**config.mk**
```make
export PLATFORM = sky130hd
export DESIGN_NAME = floo_axi_order_monitor
export DESIGN_NICKNAME = d
export VERILOG_FILES = /design/src/rtl/floo_order_mon_pkg.sv /design/src/rtl/floo_order_mon_len_fifo.sv /design/src/rtl/floo_axi_order_monitor.sv
export SDC_FILE = /design/constraint.sdc
export NUM_CORES = 2
export LEC_CHECK = 0
export CAP_MARGIN = 20
export CORE_ASPECT_RATIO = 0.8
export CORE_MARGIN = 2
export CORE_UTILIZATION = 25
export CTS_BUF_LIST = sky130_fd_sc_hd__clkbuf_16
export DETAILED_ROUTE_END_ITERATION = 16
export GPL_TIMING_DRIVEN = 0
export PLACE_DENSITY_LB_ADDON = 0.15
export SLEW_MARGIN = 25
export SYNTH_ARGS = -nofsm -noshare
export SYNTH_HDL_FRONTEND = slang
export SYNTH_SLANG_ARGS = --single-unit
```
**constraint.sdc**
```tcl
create_clock -name clk_i -period 7.9 [get_ports clk_i]
set_clock_uncertainty 0.15 [all_clocks]
set_input_delay 1.185 -clock clk_i [delete_from_list [all_inputs] [get_ports clk_i]]
set_output_delay 1.185 -clock clk_i [all_outputs]
set_load 0.03 [all_outputs]
```
**src/rtl/floo_order_mon_pkg.sv**
```systemverilog
// Shared types for the AXI order monitor: error codes, counter width and the
// default monitored request/response structs.
package floo_order_mon_pkg;

    localparam int unsigned NumCntWidth = 32;
    localparam int unsigned DefIdWidth  = 4;
    localparam int unsigned LenWidth    = 8;

    typedef enum logic [2:0] {
        NONE           = 3'd0,
        R_UNEXPECTED   = 3'd1,
        R_LAST_EARLY   = 3'd2,
        R_LAST_MISSING = 3'd3,
        B_UNEXPECTED   = 3'd4,
        OVERFLOW       = 3'd5,
        TIMEOUT        = 3'd6
    } err_e;

    typedef struct packed {
        logic [DefIdWidth-1:0] id;
        logic [LenWidth-1:0]   len;
    } mon_ar_t;

    typedef struct packed {
        logic [DefIdWidth-1:0] id;
    } mon_aw_t;

    typedef struct packed {
        logic [DefIdWidth-1:0] id;
        logic                  last;
    } mon_r_t;

    typedef struct packed {
        logic [DefIdWidth-1:0] id;
    } mon_b_t;

    typedef struct packed {
        mon_ar_t ar;
        mon_aw_t aw;
        logic    ar_valid;
        logic    aw_valid;
        logic    r_ready;
        logic    b_ready;
    } mon_req_t;

    typedef struct packed {
        mon_r_t r;
        mon_b_t b;
        logic   ar_ready;
        logic   aw_ready;
        logic   r_valid;
        logic   b_valid;
    } mon_rsp_t;

    // Completion counters stick at all-ones instead of wrapping.
    function automatic logic [NumCntWidth-1:0] sat_inc(input logic [NumCntWidth-1:0] value);
        return (&value) ? value : value + NumCntWidth'(1);
    endfunction

endpackage

```
**src/rtl/floo_order_mon_len_fifo.sv**
```systemverilog
// Per-ID FIFO of outstanding AR burst lengths; pointers carry an extra wrap bit
// so that full and empty are distinguished. Push and pop may coincide when full.
module floo_order_mon_len_fifo #(
    parameter int unsigned Depth = 8,
    parameter int unsigned Width = 8
) (
    input  logic             clk_i,
    input  logic             rst_ni,
    input  logic             clear_i,
    input  logic             push_i,
    input  logic [Width-1:0] data_i,
    input  logic             pop_i,
    output logic             full_o,
    output logic             empty_o,
    output logic [Width-1:0] head_o
);

    localparam int unsigned PtrW = $clog2(Depth);
    localparam logic [PtrW:0] PtrOne = (PtrW + 1)'(1);

    logic [PtrW:0]     wr_ptr_q, rd_ptr_q;
    logic [Width-1:0]  mem_q [Depth];

    assign empty_o = (wr_ptr_q == rd_ptr_q);
    assign full_o  = (wr_ptr_q[PtrW] != rd_ptr_q[PtrW]) &&
                     (wr_ptr_q[PtrW-1:0] == rd_ptr_q[PtrW-1:0]);
    assign head_o  = mem_q[rd_ptr_q[PtrW-1:0]];

    always_ff @(posedge clk_i or negedge rst_ni) begin
        if (!rst_ni) begin
            wr_ptr_q <= '0;
            rd_ptr_q <= '0;
        end else if (clear_i) begin
            wr_ptr_q <= '0;
            rd_ptr_q <= '0;
        end else begin
            if (push_i) wr_ptr_q <= wr_ptr_q + PtrOne;
            if (pop_i)  rd_ptr_q <= rd_ptr_q + PtrOne;
        end
    end

    always_ff @(posedge clk_i) begin
        if (push_i) mem_q[wr_ptr_q[PtrW-1:0]] <= data_i;
    end

endmodule

```
**src/rtl/floo_axi_order_monitor.sv**
```systemverilog
// Per-ID AXI ordering/progress monitor with sticky first-error capture.
// Optional stall watchdog built when FLOO_ORDER_MON_TIMEOUT_EN is defined.
module floo_axi_order_monitor
    import floo_order_mon_pkg::*;
#(
    parameter int unsigned IdWidth       = 4,
    parameter int unsigned MaxTxnsPerId  = 8,
    parameter int unsigned TimeoutCycles = 1024,
    parameter type         req_t         = mon_req_t,
    parameter type         rsp_t         = mon_rsp_t
) (
    input  logic                   clk_i,
    input  logic                   rst_ni,
    input  logic                   clear_i,
    input  req_t                   req_i,
    input  rsp_t                   rsp_i,
    output logic                   err_o,
    output err_e                   err_code_o,
    output logic [IdWidth-1:0]     err_id_o,
    output logic [NumCntWidth-1:0] num_reads_o,
    output logic [NumCntWidth-1:0] num_writes_o,
    output logic                   idle_o,
    output logic                   timeout_o
);

    localparam int unsigned NumIds = 2 ** IdWidth;
    localparam int unsigned CntW   = $clog2(MaxTxnsPerId) + 1;
    localparam int unsigned TotW   = $clog2(2 * NumIds * MaxTxnsPerId + 1);
    localparam logic [CntW-1:0] CntMax = CntW'(MaxTxnsPerId);

    logic [IdWidth-1:0] ar_id, aw_id, r_id, b_id;
    logic ar_hs, aw_hs, r_hs, b_hs;
    logic [NumIds-1:0] fifo_push, fifo_pop, fifo_full, fifo_empty;
    logic [LenWidth-1:0] fifo_head [NumIds];
    logic [LenWidth-1:0] beat_q [NumIds];
    logic [CntW-1:0]     wr_cnt_q [NumIds];
    logic [TotW-1:0]     total_q, total_d;

    logic r_empty, r_unexp, r_early, r_missing, r_pop, r_done;
    logic ovf_ar, rd_push, b_unexp, b_dec, ovf_aw, aw_inc, timeout_ev;
    logic [LenWidth-1:0] r_len, r_beat;

    logic               err_q, ev_valid;
    err_e               err_code_q, ev_code;
    logic [IdWidth-1:0] err_id_q, ev_id;
    logic [NumCntWidth-1:0] num_reads_q, num_writes_q;
    logic idle_q;

    assign ar_id = IdWidth'(req_i.ar.id);
    assign aw_id = IdWidth'(req_i.aw.id);
    assign r_id  = IdWidth'(rsp_i.r.id);
    assign b_id  = IdWidth'(rsp_i.b.id);
    assign ar_hs = req_i.ar_valid & rsp_i.ar_ready;
    assign aw_hs = req_i.aw_valid & rsp_i.aw_ready;
    assign r_hs  = rsp_i.r_valid & req_i.r_ready;
    assign b_hs  = rsp_i.b_valid & req_i.b_ready;

    // An erroneous R beat still retires the head entry so checking resynchronises.
    assign r_empty   = fifo_empty[r_id];
    assign r_len     = fifo_head[r_id];
    assign r_beat    = beat_q[r_id];
    assign r_unexp   = r_hs & r_empty;
    assign r_early   = r_hs & ~r_empty & rsp_i.r.last & (r_beat != r_len);
    assign r_missing = r_hs & ~r_empty & ~rsp_i.r.last & (r_beat == r_len);
    assign r_done    = r_hs & ~r_empty & rsp_i.r.last & (r_beat == r_len);
    assign r_pop     = r_hs & ~r_empty & (rsp_i.r.last | r_missing);

    assign ovf_ar  = ar_hs & fifo_full[ar_id] & ~(r_pop & (r_id == ar_id));
    assign rd_push = ar_hs & ~ovf_ar;
    assign b_unexp = b_hs & (wr_cnt_q[b_id] == '0);
    assign b_dec   = b_hs & ~b_unexp;
    assign ovf_aw  = aw_hs & (wr_cnt_q[aw_id] == CntMax) & ~(b_dec & (b_id == aw_id));
    assign aw_inc  = aw_hs & ~ovf_aw;

    for (genvar i = 0; i < NumIds; i++) begin : gen_fifo
        assign fifo_push[i] = rd_push & (ar_id == IdWidth'(i));
        assign fifo_pop[i]  = r_pop & (r_id == IdWidth'(i));

        floo_order_mon_len_fifo #(
            .Depth(MaxTxnsPerId),
            .Width(LenWidth)
        ) i_len_fifo (
            .clk_i  (clk_i),
            .rst_ni (rst_ni),
            .clear_i(clear_i),
            .push_i (fifo_push[i]),
            .data_i (req_i.ar.len),
            .pop_i  (fifo_pop[i]),
            .full_o (fifo_full[i]),
            .empty_o(fifo_empty[i]),
            .head_o (fifo_head[i])
        );
    end

    always_ff @(posedge clk_i or negedge rst_ni) begin
        if (!rst_ni) begin
            for (int i = 0; i < NumIds; i++) begin
                beat_q[i]   <= '0;
                wr_cnt_q[i] <= '0;
            end
        end else if (clear_i) begin
            for (int i = 0; i < NumIds; i++) begin
                beat_q[i]   <= '0;
                wr_cnt_q[i] <= '0;
            end
        end else begin
            if (r_hs & ~r_empty) beat_q[r_id] <= r_pop ? '0 : r_beat + LenWidth'(1);
            for (int i = 0; i < NumIds; i++) begin
                wr_cnt_q[i] <= wr_cnt_q[i]
                             + CntW'(aw_inc & (aw_id == IdWidth'(i)))
                             - CntW'(b_dec & (b_id == IdWidth'(i)));
            end
        end
    end

    assign total_d = total_q + TotW'(rd_push) + TotW'(aw_inc) - TotW'(r_pop) - TotW'(b_dec);

`ifdef FLOO_ORDER_MON_TIMEOUT_EN
    localparam int unsigned WdW = $clog2(TimeoutCycles + 1);
    localparam logic [WdW-1:0] WdMax = WdW'(TimeoutCycles);
    localparam logic [WdW-1:0] WdHit = WdW'(TimeoutCycles - 1);

    logic [WdW-1:0] wd_q;
    logic           wd_en, timeout_q;

    // The watchdog only runs while something is outstanding and nothing completes.
    assign wd_en      = ~(r_hs | b_hs | (total_q == '0));
    assign timeout_ev = wd_en & (wd_q >= WdHit);
    assign timeout_o  = timeout_q;

    always_ff @(posedge clk_i or negedge rst_ni) begin
        if (!rst_ni) begin
            wd_q      <= '0;
            timeout_q <= 1'b0;
        end else if (clear_i) begin
            wd_q      <= '0;
            timeout_q <= 1'b0;
        end else begin
            if (!wd_en)             wd_q <= '0;
            else if (wd_q != WdMax) wd_q <= wd_q + WdW'(1);
            if (timeout_ev) timeout_q <= 1'b1;
        end
    end
`else
    logic unused_timeout_cfg;
    assign unused_timeout_cfg = (TimeoutCycles > 1);
    assign timeout_ev = 1'b0;
    assign timeout_o  = 1'b0;
`endif

    // Lowest error code wins when several events coincide.
    always_comb begin
        ev_valid = 1'b1;
        ev_code  = NONE;
        ev_id    = '0;
        if (r_unexp) begin
            ev_code = R_UNEXPECTED;
            ev_id   = r_id;
        end else if (r_early) begin
            ev_code = R_LAST_EARLY;
            ev_id   = r_id;
        end else if (r_missing) begin
            ev_code = R_LAST_MISSING;
            ev_id   = r_id;
        end else if (b_unexp) begin
            ev_code = B_UNEXPECTED;
            ev_id   = b_id;
        end else if (ovf_ar) begin
            ev_code = OVERFLOW;
            ev_id   = ar_id;
        end else if (ovf_aw) begin
            ev_code = OVERFLOW;
            ev_id   = aw_id;
        end else if (timeout_ev) begin
            ev_code = TIMEOUT;
        end else begin
            ev_valid = 1'b0;
        end
    end

    always_ff @(posedge clk_i or negedge rst_ni) begin
        if (!rst_ni) begin
            err_q        <= 1'b0;
            err_code_q   <= NONE;
            err_id_q     <= '0;
            num_reads_q  <= '0;
            num_writes_q <= '0;
            total_q      <= '0;
            idle_q       <= 1'b1;
        end else if (clear_i) begin
            err_q        <= 1'b0;
            err_code_q   <= NONE;
            err_id_q     <= '0;
            num_reads_q  <= '0;
            num_writes_q <= '0;
            total_q      <= '0;
            idle_q       <= 1'b1;
        end else begin
            if (!err_q && ev_valid) begin
                err_q      <= 1'b1;
                err_code_q <= ev_code;
                err_id_q   <= ev_id;
            end
            if (r_done) num_reads_q  <= sat_inc(num_reads_q);
            if (b_dec)  num_writes_q <= sat_inc(num_writes_q);
            total_q <= total_d;
            idle_q  <= (total_d == '0);
        end
    end

    assign err_o        = err_q;
    assign err_code_o   = err_code_q;
    assign err_id_o     = err_id_q;
    assign num_reads_o  = num_reads_q;
    assign num_writes_o = num_writes_q;
    assign idle_o       = idle_q;

endmodule

```
==> results.ini <==
[finish]
regArea_sq_mm=0.0408
area_growth_pct=19.1
finish.utilization_pct=30.0
nets=5188
drive_above_1_share_pct=14.8
fillers=25900
finalInstanceArea_sq_mm=0.0767
multi_input_area_sq_mm=0.0227

[clocking]
clkLatencyLatePin_ns=0.84
htreeDepth=4
cts_sinks=1426
cts_buffers=165
cts_max_path_buffers=4
root_buffer=clkbuf_16
clkTransAtPathRegs_ns=0.06
cts_tree=done

[global_routing]
overflow=0
grt_pass1_wl_mm=313
antenna_found_initial=12
grt_pass1_vias=40400
grt_max_degree=89
grt_usage_pct=16.6

[yosys]
yosysWarnings=0
synth-seq-area-share_pct=63.4
synth_top_area_share_pct=47.8
synthSimpleGateAreaFrac_pct=10.1
synth_xor_area_share_pct=3.50
synthFlopType=edfxtp_1
synthArstFlopShare_pct=28.2
synth_top_family_by_area=multiplexers
ys_seq_elements=1426
syn_inst=4690
synth_area_leaders=edfxtp_1, dfrtp_1, mux2i_1
synthMuxAreaShare_pct=11.6
syn_nets=4852
syn_area_sq_mm=0.0644
synth_compound_area_share_pct=6.05
synth_top_area_cell=edfxtp_1
netlist-cell-type-count=80
synth-edff-count=1024
yosysMostFrequentCell=edfxtp_1
synthAdderAreaFrac_pct=2.67
synth_commonest_cells=edfxtp_1, mux2i_1, dfrtp_1
synth.avg_cell_area_sq_um=13.7

[setup_path]
reg2reg_depth=28
r2r_setup_slack_ns=0.62
path_class=input pin to flip-flop
crit_top_cell=inv_1
r2r_end=idle_o$_DFF_PN1_
critPathMaxStageDelay_ns=0.60
end_kind=flip-flop
critPathRequiredTime_ns=8.46
cp_max_fo=10
cpMaxStageDelayCell=fa_1
startpoint_type=input pin
cp.arrival_ns=8.33
timing.rr.start=gen_fifo[3].i_len_fifo.rd_ptr_q[1]$_DFFE_PN0P_

[placed_design]
gp_congestion=0.852
dp_hpwl_mm=154
placed_cell_area_sq_mm=0.0710
pre_cts_ws_ns=-3.25
io_buffers=98

[detailed_routing]
antenna_left=0
wl_per_cell_um=25.6
drtIter0Drc=3278
vias=40600
first_pass_iters=5
drt-vias-per-instance=4.72
drc_errors=0
routed_wl_mm=220

[outcome]
status=completed

[power_and_ir_drop]
switching_share_pct=23.3
p_per_area_mw_per_mm2=213
p_clk_share_pct=45.8
seq_power_share_pct=49.4
switchingPower_mw=3.81
p_int_mw=12.5
ir_worst_vdd_mv=0.148
comb_power_share_pct=4.8
p_leak_nw=26.3

[sta]
layout_setup_ws_ns=0.136
layout_min_cycle_time_ns=7.76
worst_pin_slew_ns=1.23
slew_headroom_pct=17.2
hold_ws_ns=0.176
maxSlewViolCount=0
finalSetupTns_ns=0
max_freq_mhz=129
fin_crit_sh_pct=98.3
finalSetupViolations=0
hold_viol_final=0

[floorplanning]
start_util_pct=25.2
coreArea_sq_mm=0.256
dieArea_sq_mm=0.262
io-pin-count=110
fp.dieW_um=571
row_count=166
fp.dieH_um=458

[job]
maxCapViolations=0

[hold_path]
hold_class=input pin to async pin

[worst max-delay path, delay by kind of cell]
kind / cells / cell delay, ns
buffers and inverters: 9 / 1.82
AO/OA/AOI/OAI: 6 / 1.43
adder cells (fa/ha/maj): 4 / 1.55
XOR/XNOR: 2 / 0.41
AND/OR/NAND/NOR: 8 / 1.85
[kinds of logic after synthesis]
group                    after synthesis
other                                  1
AND/OR/NAND/NOR                     1315
multiplexers                         589
adder cells (fa/ha/maj)              126
AO/OA/AOI/OAI                        562
buffers and inverters                414
XOR/XNOR                             257
flip-flops                          1426
[cell type report]
| type | count | area share [%] |
|---|---|---|
| Multi-Input combinational cell | 2850 | 29.6 |
| Buffer | 297 | 1.85 |
| Clock inverter | 123 | 1.19 |
| Antenna cell | 4 | 0.0131 |
| Sequential cell | 1426 | 53.2 |
| Timing Repair Buffer | 170 | 2.50 |
| Tap cell | 3444 | 5.62 |
| Inverter | 116 | 0.573 |
| Clock buffer | 168 | 5.48 |
[through the flow]
step / power (mW) / cells
floorplan: 8.55 / 4690
global placement: 9.01 / 8232
detailed placement: 9.00 / 8295
CTS: 16.5 / 8586
global route: 16.9 / 8595
finish: 16.4 / 8598
[metal layers]
| metal | share of wire [%] | vias to the layer above | GRT usage (%) |
|---|---|---|---|
| li1 | - | 18200 | - |
| met1 | 48 | 21000 | 24.8 |
| met2 | 42 | 1134 | 23.9 |
| met3 | 6.4 | 288 | 3.36 |
| met4 | 2.7 | 0 | 4.83 |
| met5 | 0 | - | 0 |
[registers in the layout, summed over array words and instances, names as in the netlist]
name,count
beat_q,128
err_id_o,4
gen_fifo.i_len_fifo.rd_ptr_q,64
err_o,1
num_writes_o,32
idle_o,1
gen_fifo.i_len_fifo.wr_ptr_q,64
num_reads_o,32
total_q,9
gen_fifo.i_len_fifo.mem_q,1024
err_code_o,3
wr_cnt_q,64
[repair_timing]
item | 4_1_cts | 5_1_grt
pin swaps | 3 | 5
hold buffers | 0 | 0
gates resized for setup | 66 | 29
setup endpoints to repair | 1089 | 2
setup buffers | 1 | 8
[power by group through the flow]
stage	logic, mW	registers, mW	clock network (mW)
after floorplan	0.305	8.24	0
after global placement	0.728	8.28	0
after detailed placement	0.765	8.24	0
after CTS	0.782	8.09	7.68
after global routing	0.840	8.08	7.98
final	0.783	8.08	7.48
[placed cells by master (no fill, tap or decap), drive strengths merged, types with 107 or more instances in the layout]
| cell | synthesis | final |
|---|---|---|
| edfxtp | 1024 | 1024 |
| mux2i | 453 | 453 |
| dfrtp | 401 | 401 |
| nand2 | 348 | 348 |
| nor2 | 332 | 332 |
| clkbuf | 160 | 331 |
| buf | 138 | 215 |
| xnor2 | 188 | 188 |
| a21oi | 172 | 172 |
| nand3 | 159 | 159 |
| a22oi | 154 | 154 |
| inv | 114 | 139 |
| mux4 | 125 | 125 |
| ha | 107 | 107 |
[worst max path at each step]
| stage | from | endpoint | slack (ns) |
|---|---|---|---|
| finish | rsp_i[9] | idle_o$_DFF_PN1_ | 0.14 |
| global route | rsp_i[10] | idle_o$_DFF_PN1_ | -0.01 |
| CTS | rsp_i[9] | idle_o$_DFF_PN1_ | 0.07 |
| detailed placement | rsp_i[9] | idle_o$_DFF_PN1_ | -3.25 |
| global placement | rst_ni | gen_fifo[3].i_len_fifo.wr_ptr_q[0]$_DFFE_PN0P_ | -15.22 |
| floorplan | rsp_i[9] | idle_o$_DFF_PN1_ | 1.34 |
Note: power is estimated with default switching activity, not from simulation.
